<file path="src/rtl/ring_ctrl_pkg.sv">
// rtl/ring_ctrl_pkg.sv - shared op codes, FSM states and reset token for the ring controller
package ring_ctrl_pkg;

   typedef enum logic [1:0] {
      OP_LOAD   = 2'b00,
      OP_ROTATE = 2'b01,
      OP_SWAP   = 2'b10,
      OP_CLEAR  = 2'b11
   } op_t;

   typedef enum logic [0:0] {
      ST_IDLE = 1'b0,
      ST_ROT  = 1'b1
   } state_t;

   // Value placed in entry 0 at reset; every other entry resets to zero.
   localparam int RESET_TOKEN = 1;

endpackage

</file>
<file path="src/rtl/ring_regfile.sv">
// rtl/ring_regfile.sv - DEPTH x WIDTH circular register storage with load/rotate/swap/clear
module ring_regfile
   import ring_ctrl_pkg::*;
#(
   parameter int DEPTH = 5,
   parameter int WIDTH = 2,
   parameter int IDX_W = $clog2(DEPTH)
) (
   input  logic                   clock,
   input  logic                   rst,
   input  logic                   load_en,
   input  logic                   rot_en,
   input  logic                   swap_en,
   input  logic                   clr_en,
   input  logic [IDX_W-1:0]       idx_a,
   input  logic [IDX_W-1:0]       idx_b,
   input  logic [WIDTH-1:0]       data,
   output logic [DEPTH*WIDTH-1:0] ring_q
);

   logic [WIDTH-1:0] entries [DEPTH];

   // Storage update; controls are one-hot from the controller, indices already range-checked.
   always_ff @(posedge clock) begin
      if (rst) begin
         for (int i = 0; i < DEPTH; i++) begin
            entries[i] <= (i == 0) ? WIDTH'(RESET_TOKEN) : '0;
         end
      end else if (clr_en) begin
         for (int i = 0; i < DEPTH; i++) begin
            entries[i] <= '0;
         end
      end else if (rot_en) begin
         entries[0] <= entries[DEPTH-1];
         for (int i = 1; i < DEPTH; i++) begin
            entries[i] <= entries[i-1];
         end
      end else if (load_en) begin
         entries[idx_a] <= data;
      end else if (swap_en) begin
         entries[idx_a] <= entries[idx_b];
         entries[idx_b] <= entries[idx_a];
      end
   end

   genvar g;
   generate
      for (g = 0; g < DEPTH; g++) begin : g_flat
         assign ring_q[g*WIDTH +: WIDTH] = entries[g];
      end
   endgenerate

endmodule

</file>
<file path="src/rtl/ring_rotate_ctrl.sv">
// rtl/ring_rotate_ctrl.sv - command FSM sequencing load/rotate/swap/clear on a register ring
module ring_rotate_ctrl
   import ring_ctrl_pkg::*;
#(
   parameter int DEPTH = 5,
   parameter int WIDTH = 2,
   parameter int CNT_W = 4,
   localparam int IDX_W = $clog2(DEPTH)
) (
   input  logic                   clock,
   input  logic                   rst,
   input  logic                   cmd_valid,
   output logic                   cmd_ready,
   input  logic [1:0]             cmd_op,
   input  logic [IDX_W-1:0]       cmd_idx_a,
   input  logic [IDX_W-1:0]       cmd_idx_b,
   input  logic [CNT_W-1:0]       cmd_count,
   input  logic [WIDTH-1:0]       cmd_data,
   output logic [DEPTH*WIDTH-1:0] ring_q,
   output logic                   busy,
   output logic                   done,
   output logic                   err
);

   state_t           state_q, state_d;
   logic [CNT_W-1:0] remaining_q, remaining_d;
   logic             done_q, done_d;
   logic             err_q, err_d;
   logic             load_en, rot_en, swap_en, clr_en;
   logic             accept;
   logic             a_ok, b_ok;

   assign cmd_ready = (state_q == ST_IDLE);
   assign busy      = (state_q == ST_ROT);
   assign done      = done_q;
   assign err       = err_q;
   assign accept    = cmd_valid && cmd_ready;

   // Index range checks are done at 32 bits so DEPTH equal to 2**IDX_W still works.
   assign a_ok = {{(32-IDX_W){1'b0}}, cmd_idx_a} < 32'(DEPTH);
   assign b_ok = {{(32-IDX_W){1'b0}}, cmd_idx_b} < 32'(DEPTH);

   // State, step counter and completion flags; reset aborts any rotate without a done.
   always_ff @(posedge clock) begin
      if (rst) begin
         state_q     <= ST_IDLE;
         remaining_q <= '0;
         done_q      <= 1'b0;
         err_q       <= 1'b0;
      end else begin
         state_q     <= state_d;
         remaining_q <= remaining_d;
         done_q      <= done_d;
         err_q       <= err_d;
      end
   end

   // Next-state decode and one-hot storage controls.
   always_comb begin
      state_d     = state_q;
      remaining_d = remaining_q;
      done_d      = 1'b0;
      err_d       = 1'b0;
      load_en     = 1'b0;
      rot_en      = 1'b0;
      swap_en     = 1'b0;
      clr_en      = 1'b0;
      case (state_q)
         ST_IDLE: begin
            if (accept) begin
               case (op_t'(cmd_op))
                  OP_LOAD: begin
                     done_d = 1'b1;
                     if (a_ok) load_en = 1'b1;
                     else      err_d   = 1'b1;
                  end
                  OP_SWAP: begin
                     done_d = 1'b1;
                     if (a_ok && b_ok) swap_en = (cmd_idx_a != cmd_idx_b);
                     else              err_d   = 1'b1;
                  end
                  OP_CLEAR: begin
                     done_d = 1'b1;
                     clr_en = 1'b1;
                  end
                  OP_ROTATE: begin
                     if (cmd_count == '0) begin
                        done_d = 1'b1;
                     end else begin
                        state_d     = ST_ROT;
                        remaining_d = cmd_count;
                     end
                  end
                  default: ;
               endcase
            end
         end
         ST_ROT: begin
            rot_en      = 1'b1;
            remaining_d = remaining_q - 1'b1;
            if (remaining_q == CNT_W'(1)) begin
               state_d = ST_IDLE;
               done_d  = 1'b1;
            end
         end
         default: state_d = ST_IDLE;
      endcase
   end

   ring_regfile #(
      .DEPTH (DEPTH),
      .WIDTH (WIDTH),
      .IDX_W (IDX_W)
   ) u_regfile (
      .clock   (clock),
      .rst     (rst),
      .load_en (load_en),
      .rot_en  (rot_en),
      .swap_en (swap_en),
      .clr_en  (clr_en),
      .idx_a   (cmd_idx_a),
      .idx_b   (cmd_idx_b),
      .data    (cmd_data),
      .ring_q  (ring_q)
   );

endmodule

</file>
<file path="config.mk">
export PLATFORM = sky130hd
export DESIGN_NAME = ring_rotate_ctrl
export DESIGN_NICKNAME = d
export VERILOG_FILES = /design/src/rtl/ring_ctrl_pkg.sv /design/src/rtl/ring_regfile.sv /design/src/rtl/ring_rotate_ctrl.sv
export SDC_FILE = /design/constraint.sdc
export NUM_CORES = 1
export LEC_CHECK = 0
export ABC_AREA = 1
export ABC_CLOCK_PERIOD_IN_PS = 3500
export BUFFER_PORTS_ARGS = -buffer_cell sky130_fd_sc_hd__buf_2
export CAP_MARGIN = 20
export CORE_MARGIN = 2
export CORE_UTILIZATION = 30
export CTS_CLUSTER_DIAMETER = 100
export DETAILED_ROUTE_END_ITERATION = 10
export GPL_TIMING_DRIVEN = 0
export PLACE_DENSITY = 0.51
export SLEW_MARGIN = 20
export SYNTH_ARGS = -nofsm -noshare
export SYNTH_HDL_FRONTEND = slang
export SYNTH_SLANG_ARGS = --single-unit
</file>
<file path="constraint.sdc">
create_clock -name clock -period 3.5 [get_ports clock]
set_input_delay 0.175 -clock clock [delete_from_list [all_inputs] [get_ports clock]]
set_output_delay 0.175 -clock clock [all_outputs]
set_load 0.01 [all_outputs]
</file>
## Word-level counts from Yosys, hierarchy flattened

Memory sizes are Yosys's and may differ from the RTL's.
Cells that the tools add are included.

| cells by class | value |
|---|---|
| muxes and demuxes | 66 |
| div/mod/pow operators | 0 |
| reduce and logical (&&, ||, !) cells | 9 |
| add/subtract/negate cells | 1 |
| $lt $le $gt $ge | 2 |
| shifts and indexed selects | 0 |
| equality and inequality tests | 8 |
| bitwise operators | 13 |
| multipliers | 0 |

Operators by type and width:

| operator | number |
|---|---|
| $mux 1 | 43 |
| $mux 2 | 13 |
| $mux 4 | 3 |
| $or 1x1->1 | 11 |
| $pmux 1 s2 | 4 |
| $pmux 4 s2 | 1 |
| $lt 3x3->1 const B | 2 |
| $mux 3 | 2 |
| $reduce_or 3->1 | 2 |
| $eq 2x2->1 const B | 2 |
| $eq 4x1->1 const B | 1 |
| $logic_not 4->1 | 1 |
| $ne 2x1->1 const B | 2 |
| $reduce_or 2->1 | 2 |
| $sub 4x1->4 const B | 1 |
| $ne 3x3->1 | 1 |
| $reduce_and 3->1 | 1 |
| $eq 2x1->1 const B | 1 |
| $logic_and 1x1->1 | 2 |
| $logic_not 2->1 | 1 |
| $ne 2x2->1 const B | 1 |
| $not 1->1 | 2 |

| word-level totals | value |
|---|---|
| bits in latches | 0 |
| bits in read-only memories | 0 |
| RAM bits | 10 |
| output and inout port bits | 14 |
| register bits after elaboration | 7 |
| memories kept | 1 |
| bits of input ports | 17 |

Memory list:

| memory | words | width | rd ports | clocked after Yosys merged registers in | write ports | RTL line | text |
|---|---|---|---|---|---|---|---|
| u_regfile.entries | 5 | 2 | 7 | 0 | 5 | ring_regfile.sv:21 | `logic [WIDTH-1:0] entries [DEPTH];` |

## Longest topological paths before layout

Gate-level depths: netlist of run 1.

| logic depth | value |
|---|---|
| word-level depth | 15 |
| mapped depth | 13 |
| depth with buffers taken out | 12 |

## Modules after synthesis

From an unflattened synthesis of run 1, not the netlist that was laid out.

| unflattened totals | value |
|---|---|
| cell total of the unflattened synthesis | 312 |
| area, all modules | 2,029.4 um^2 |

By module, submodules not included:

| module | area each (um^2) | sequential area each (um^2) | instances | cells an instance |
|---|---|---|---|---|
| ring_regfile | 1,531.5 | 480.5 | 1 | 234 |
| ring_rotate_ctrl | 498.0 | 140.1 | 1 | 78 |

## Worst setup path before layout of run 1

OpenSTA, ideal clock, no wires.

| timing | value |
|---|---|
| kind | register to register |
| start | reg state_q, in the netlist busy |
| end | mem u_regfile.entries[3][0] (enable) |
| path buffers | 1 |
| stages on the path, launching flop included | 9 |
| period minus slack after synthesis | 1.622 ns |
| setup slack | 1.878 ns |
| data arrival time | 1.300 ns |
| library setup time | 0.322 ns |
| path through | dfxtp_1 nor2_1 nand4_1 inv_1 nand3_2 buf_6 nor2_1 inv_1 o211ai_1 |

RTL lines:

| item | RTL line | text |
|---|---|---|
| from (decl) | ring_rotate_ctrl.sv:25 | `state_t state_q, state_d;` |
| from (signal assigned) | ring_rotate_ctrl.sv:51 | `state_q <= state_d;` |
| to (decl) | ring_regfile.sv:21 |  |

==> results of run 1 <==
final cells by class:
type / count / area [um2]
Timing Repair Buffer: 26 / 130
Buffer: 7 / 48.8
Inverter: 40 / 150
Fill cell: 644 / 3530
Multi-Input combinational cell: 201 / 930
Clock buffer: 4 / 45.0
Tap cell: 72 / 90.1
Sequential cell: 23 / 621
metal layers:
layer / share of wire / vias to the layer above / global-route usage
li1: - / 922 / -
met1: 0.50 / 787 / 0.218
met2: 0.46 / 26 / 0.245
met3: 0.030 / 5 / 0.0192
met5: 0 / - / 0
met4: 0.013 / 0 / 0.0492
state kept, by name, indices dropped and copies added (netlist names):
| signal | cells |
|---|---|
| u_regfile.entries | 16 |
| remaining_q | 4 |
| busy | 1 |
| done | 1 |
| err | 1 |
synthesized netlist by cell type, types with 3 or more instances:
master	count	area share
nor2_1	33	0.072
inv_2	3	0.0065
o21ai_0	13	0.038
nand3_1	27	0.078
o22ai_1	3	0.011
a21oi_1	7	0.020
buf_4	3	0.013
o211ai_1	3	0.013
edfxtp_1	16	0.28
nand2_1	84	0.18
inv_1	36	0.078
dfxtp_1	7	0.081
nand4_1	5	0.018
o21ai_1	3	0.0087
buf_2	3	0.0087
power by group:
group / internal, mW / total, mW / switching [mW]
sequential: 0.311 / 0.324 / 0.0135
combinational: 0.0464 / 0.138 / 0.0914
clock: 0.0815 / 0.171 / 0.0898
total: 0.439 / 0.633 / 0.195
final timing paths:
path	start	end	slack [ns]	depth (start not counted)
max	busy	u_regfile.entries[3][0]	1.67	8
min	rst	done	0.13	2
max reg2reg	busy	u_regfile.entries[3][0]	1.67	8
min reg2reg	remaining_q[3]	remaining_q[3]	0.51	2
logic make-up after synthesis:
| logic type | synth area share |
|---|---|
| XOR/XNOR | 0.00506 |
| AO/OA/AOI/OAI | 0.114 |
| adder cells (fa/ha/maj) | 0.0145 |
| flip-flops | 0.359 |
| AND/OR/NAND/NOR | 0.390 |
| buffers and inverters | 0.115 |
| other | 0.00217 |
worst max-delay path, delay by kind of cell (launching register included):
family / cells / cell delay [ns]
buffers and inverters: 3 / 0.35
flip-flops: 1 / 0.33
AO/OA/AOI/OAI: 1 / 0.13
AND/OR/NAND/NOR: 4 / 0.70
==> impl_metrics.ini, run 1 <==
[pwr]
p_per_area_mw_per_mm2 = 314
report.power.total_uw = 633
worst_ir_drop_vdd_mv = 0.169
p_leak_nw = 0.963

[layout]
layout.cells.non_filler = 373
num-nets-final = 321
area_growth_pct = 16.4
layout_commonest_cell = nand2_1
fin_area_mm2 = 0.00201
post-route-util = 0.364
num_antenna_cells = 0
drive_above_1_share = 0.150
mostFrequentLayoutCells = nand2_1, inv_1, nor2_1

[run]
timing.max_cap.violations = 0

[clock_network]
cts-htree-levels = 1
cts_sinks = 23
clock-root-buffer = clkbuf_8
cts.reportedPaths.clkPinSlew_ns = 0.09
holdBufCountCts = 0
clock_path_buffers = 2
cts_tree = yes
cts_setup_buffers = 0
post_cts_resized = 0
clk-insertion-delay-late_ns = 0.27
total_cts_buffers = 3

[outcome]
run_status = complete, no violations

[drt]
drt_iter0_drc = 102
detail-route-antenna-nets = 0
drcViolationCount = 0
drt_wl_total_mm = 4.53
vias = 1740
avgViaCountPerCell = 4.66
detailedRoute.firstPassIterationCount = 4
post_drt_wl_per_cell_um = 12.1

[die]
initial_core_util = 0.312
core_area_mm2 = 0.00554
die_width_um = 79.9
fp.dieArea_mm2 = 0.00639
floorplan.die.height_um = 79.9
num_io_pins = 31
rows = 27

[synthesis]
synthFlopType = edfxtp_1
synth-warning-count = 0
ys_ff_latch = 23
syn_area_per_cell_um2 = 6.51
mappedNetlistArea_mm2 = 0.00173
yosysSeqAreaShare = 0.359
number_of_flops_mapped_to_enable_cells_by_yosys = 16
ys_async_sr_fraction = 0
synth.distinct_cells = 30
synthesis.instances = 266

[placed_design]
finalWeightedCongestion = 0.894
placed_area_mm2 = 0.00197
number_of_placed_cells_counting_well_taps = 369
dp_worst_setup_slack_ns = 1.68
detailed_place_hpwl_mm = 3.67
io_buffer_count = 26

[sta]
slew_margin_rel = 0.621
achievable-frequency_mhz = 547
grt_setup_unrepaired = false
final-max-slew-violation-count = 0
setup_viol = 0
post-route-period-util = 0.523
worst-slew-pin-transition_ns = 0.567
timing.hold.ws_ns = 0.125
post_route_minimum_period_ns = 1.83
skew_ns = 0.00757
report.final.hold_viol_count = 0
fin_setup_tns_ns = 0
postLayoutSetupSlackWorst_ns = 1.67

[global_routing]
wire_length_of_the_first_global_routing_pass_mm = 7.65
grt_pass1_vias = 1642
antenna_found_initial = 0
track_usage = 0.155
grt_remaining_overflow = 0
largest_net_degree_at_the_start_of_global_routing = 13

[setup_path]
cp.required_ns = 3.46
critical-path-max-stage-delay_ns = 0.33
critical_path_arrival_ns = 1.79
path_class = register to register
cp_max_fo = 10
start_kind = register
worst_path_cell_trace = nor2_1 > nand4_1 > inv_1 > nand3_2 > buf_6 > nor2_1 > inv_1 > o211ai_1
endpoint_kind = register
crit_path_top_delay_cell = dfxtp_1

[worst_hold_path]
hold_path_class = primary input to register
Note: power is estimated with default switching activity, not from simulation.
==> inputs of run 2 (changes only) <==
Settings changed: ABC_CLOCK_PERIOD_IN_PS 3500 to 1900.
Clock period 3.5 ns to 1.9 ns, I/O delays scaled along.
==> impl_metrics.ini, run 2 (synthesis gave the netlist of run 1 again) <==
[pwr]
worst_ir_drop_vdd_mv = 0.311
cell_internal_pwr_uw = 808
p_leak_nw = 0.963
netSwitchingFraction = 0.308
p_comb_frac = 0.218
power.sequential.fraction = 0.512
net_load_switching_power_uw = 359
p_per_area_mw_per_mm2 = 578
share_clk_of_total_power = 0.270

[die]
core_area_mm2 = 0.00554
initial_core_util = 0.312
fp.dieArea_mm2 = 0.00639
rows = 27
floorplan.die.height_um = 79.9
num_io_pins = 31
die_width_um = 79.9

[placed_design]
finalWeightedCongestion = 0.894
io_buffer_count = 26
detailed_place_hpwl_mm = 3.67

[sta]
post-route-period-util = 0.909
grt_setup_unrepaired = false
report.final.hold_viol_count = 0
skew_ns = 0.00776
final-max-slew-violation-count = 0
post_route_minimum_period_ns = 1.73
slew_margin_rel = 0.615
worst-slew-pin-transition_ns = 0.576
setup_viol = 0
fin_setup_tns_ns = 0
achievable-frequency_mhz = 579

[clock_network]
cts_sinks = 23
cts-htree-levels = 1
total_cts_buffers = 3
clock-root-buffer = clkbuf_8
clock_path_buffers = 2
cts.reportedPaths.clkPinSlew_ns = 0.09
clk-insertion-delay-late_ns = 0.27
cts_setup_buffers = 0
cts_tree = yes

[drt]
post_drt_wl_per_cell_um = 12.2
detail-route-antenna-nets = 0
met2_wirelength_mm = 2.09
routed-wl-met3_um = 176
highest-signal-layer = met4
detailedRoute.firstPassIterationCount = 4
avgViaCountPerCell = 4.69
drt_iter0_drc = 99
drcViolationCount = 0
drt_wl_total_mm = 4.55
vias = 1749
met1_length_mm = 2.22

[layout]
registers.top_by_ff_count = u_regfile.entries
layout_commonest_cell = nand2_1
num-nets-final = 321
largest_register_ffs = 16
area_growth_pct = 16.7
num-fill-cells = 642
post-route-util = 0.364
num_antenna_cells = 0
drive_above_1_share = 0.156
biggestRegsByFlops = u_regfile.entries (16), remaining_q (4)
mostFrequentLayoutCells = nand2_1, inv_1, nor2_1

[global_routing]
grt_remaining_overflow = 0
wire_length_of_the_first_global_routing_pass_mm = 7.65
track_usage = 0.155
grt_pass1_vias = 1642
antenna_found_initial = 0
largest_net_degree_at_the_start_of_global_routing = 13

[setup_path]
crit_path_top_delay_cell = dfxtp_1
start_kind = register
path_class = register to register
critical-path-top-delay-family = simple AND/OR/NAND/NOR gates
cp_max_fo = 10
worst_path_cell_trace = buf_2 > clkinv_1 > o31ai_1 > nor2_1 > o21ai_1 > or2_1
cp.required_ns = 1.93
crit_buf_inv = 2
reg2reg_from = busy
critical-path-max-stage-delay_ns = 0.34
critical_path_arrival_ns = 1.75
endpoint_kind = register
crit_start = busy

[worst_hold_path]
min_from = rst
hold_path_class = primary input to register

[run]
timing.max_cap.violations = 0

[outcome]
run_status = complete, no violations
-- run 2: what timing repair did --
action / CTS / global route
endpoints found under the setup margin: 0 / 16
hold buffers: 0 / 0
resized for setup: 0 / 2
-- run 2: path summary, 6_finish.rpt --
kind	endpoint	slack (ns)	cells past startpoint
setup / recovery	u_regfile.entries[1][1]	0.17	6
setup reg to reg	u_regfile.entries[1][1]	0.17	6
hold / removal	done	0.05	2
hold reg to reg	remaining_q[3]	0.51	2
-- run 2: routing by layer --
| layer | vias to the layer above | track usage |
|---|---|---|
| li1 | 923 | - |
| met1 | 784 | 0.218 |
| met2 | 37 | 0.245 |
| met3 | 5 | 0.0192 |
| met4 | 0 | 0.0492 |
| met5 | - | 0 |
-- run 2: cell type report --
| type | instances | area (um2) | area share |
|---|---|---|---|
| Multi-Input combinational cell | 201 | 935 | 0.463 |
| Sequential cell | 23 | 621 | 0.307 |
| Inverter | 40 | 150 | 0.0743 |
| Timing Repair Buffer | 26 | 130 | 0.0644 |
| Tap cell | 72 | 90.1 | 0.0446 |
| Buffer | 7 | 48.8 | 0.0242 |
| Clock buffer | 4 | 45.0 | 0.0223 |
-- run 2: metrics by stage --
stage          setup WS (ns)  total power, mW  hold WS [ns]  area (um2)  instances
2_1_floorplan          0.278            0.775         0.164        1750        271
3_3_place_gp          0.0919            0.864         0.321        1970        369
3_5_place_dp          0.0823            0.864         0.326        1970        369
4_1_cts               0.0700             1.18        0.0362        2010        373
5_1_grt               0.0174             1.25        0.0388        2020        373
6_report               0.173             1.17        0.0466        2020        373
-- run 2: power groups by stage --
stage | sequential, mW | combinational (mW) | clock [mW]
CTS | 0.597 | 0.256 | 0.330
floorplan | 0.609 | 0.165 | 0
detailed placement | 0.608 | 0.255 | 0
global route | 0.602 | 0.294 | 0.350
finish | 0.598 | 0.255 | 0.316
global placement | 0.608 | 0.256 | 0
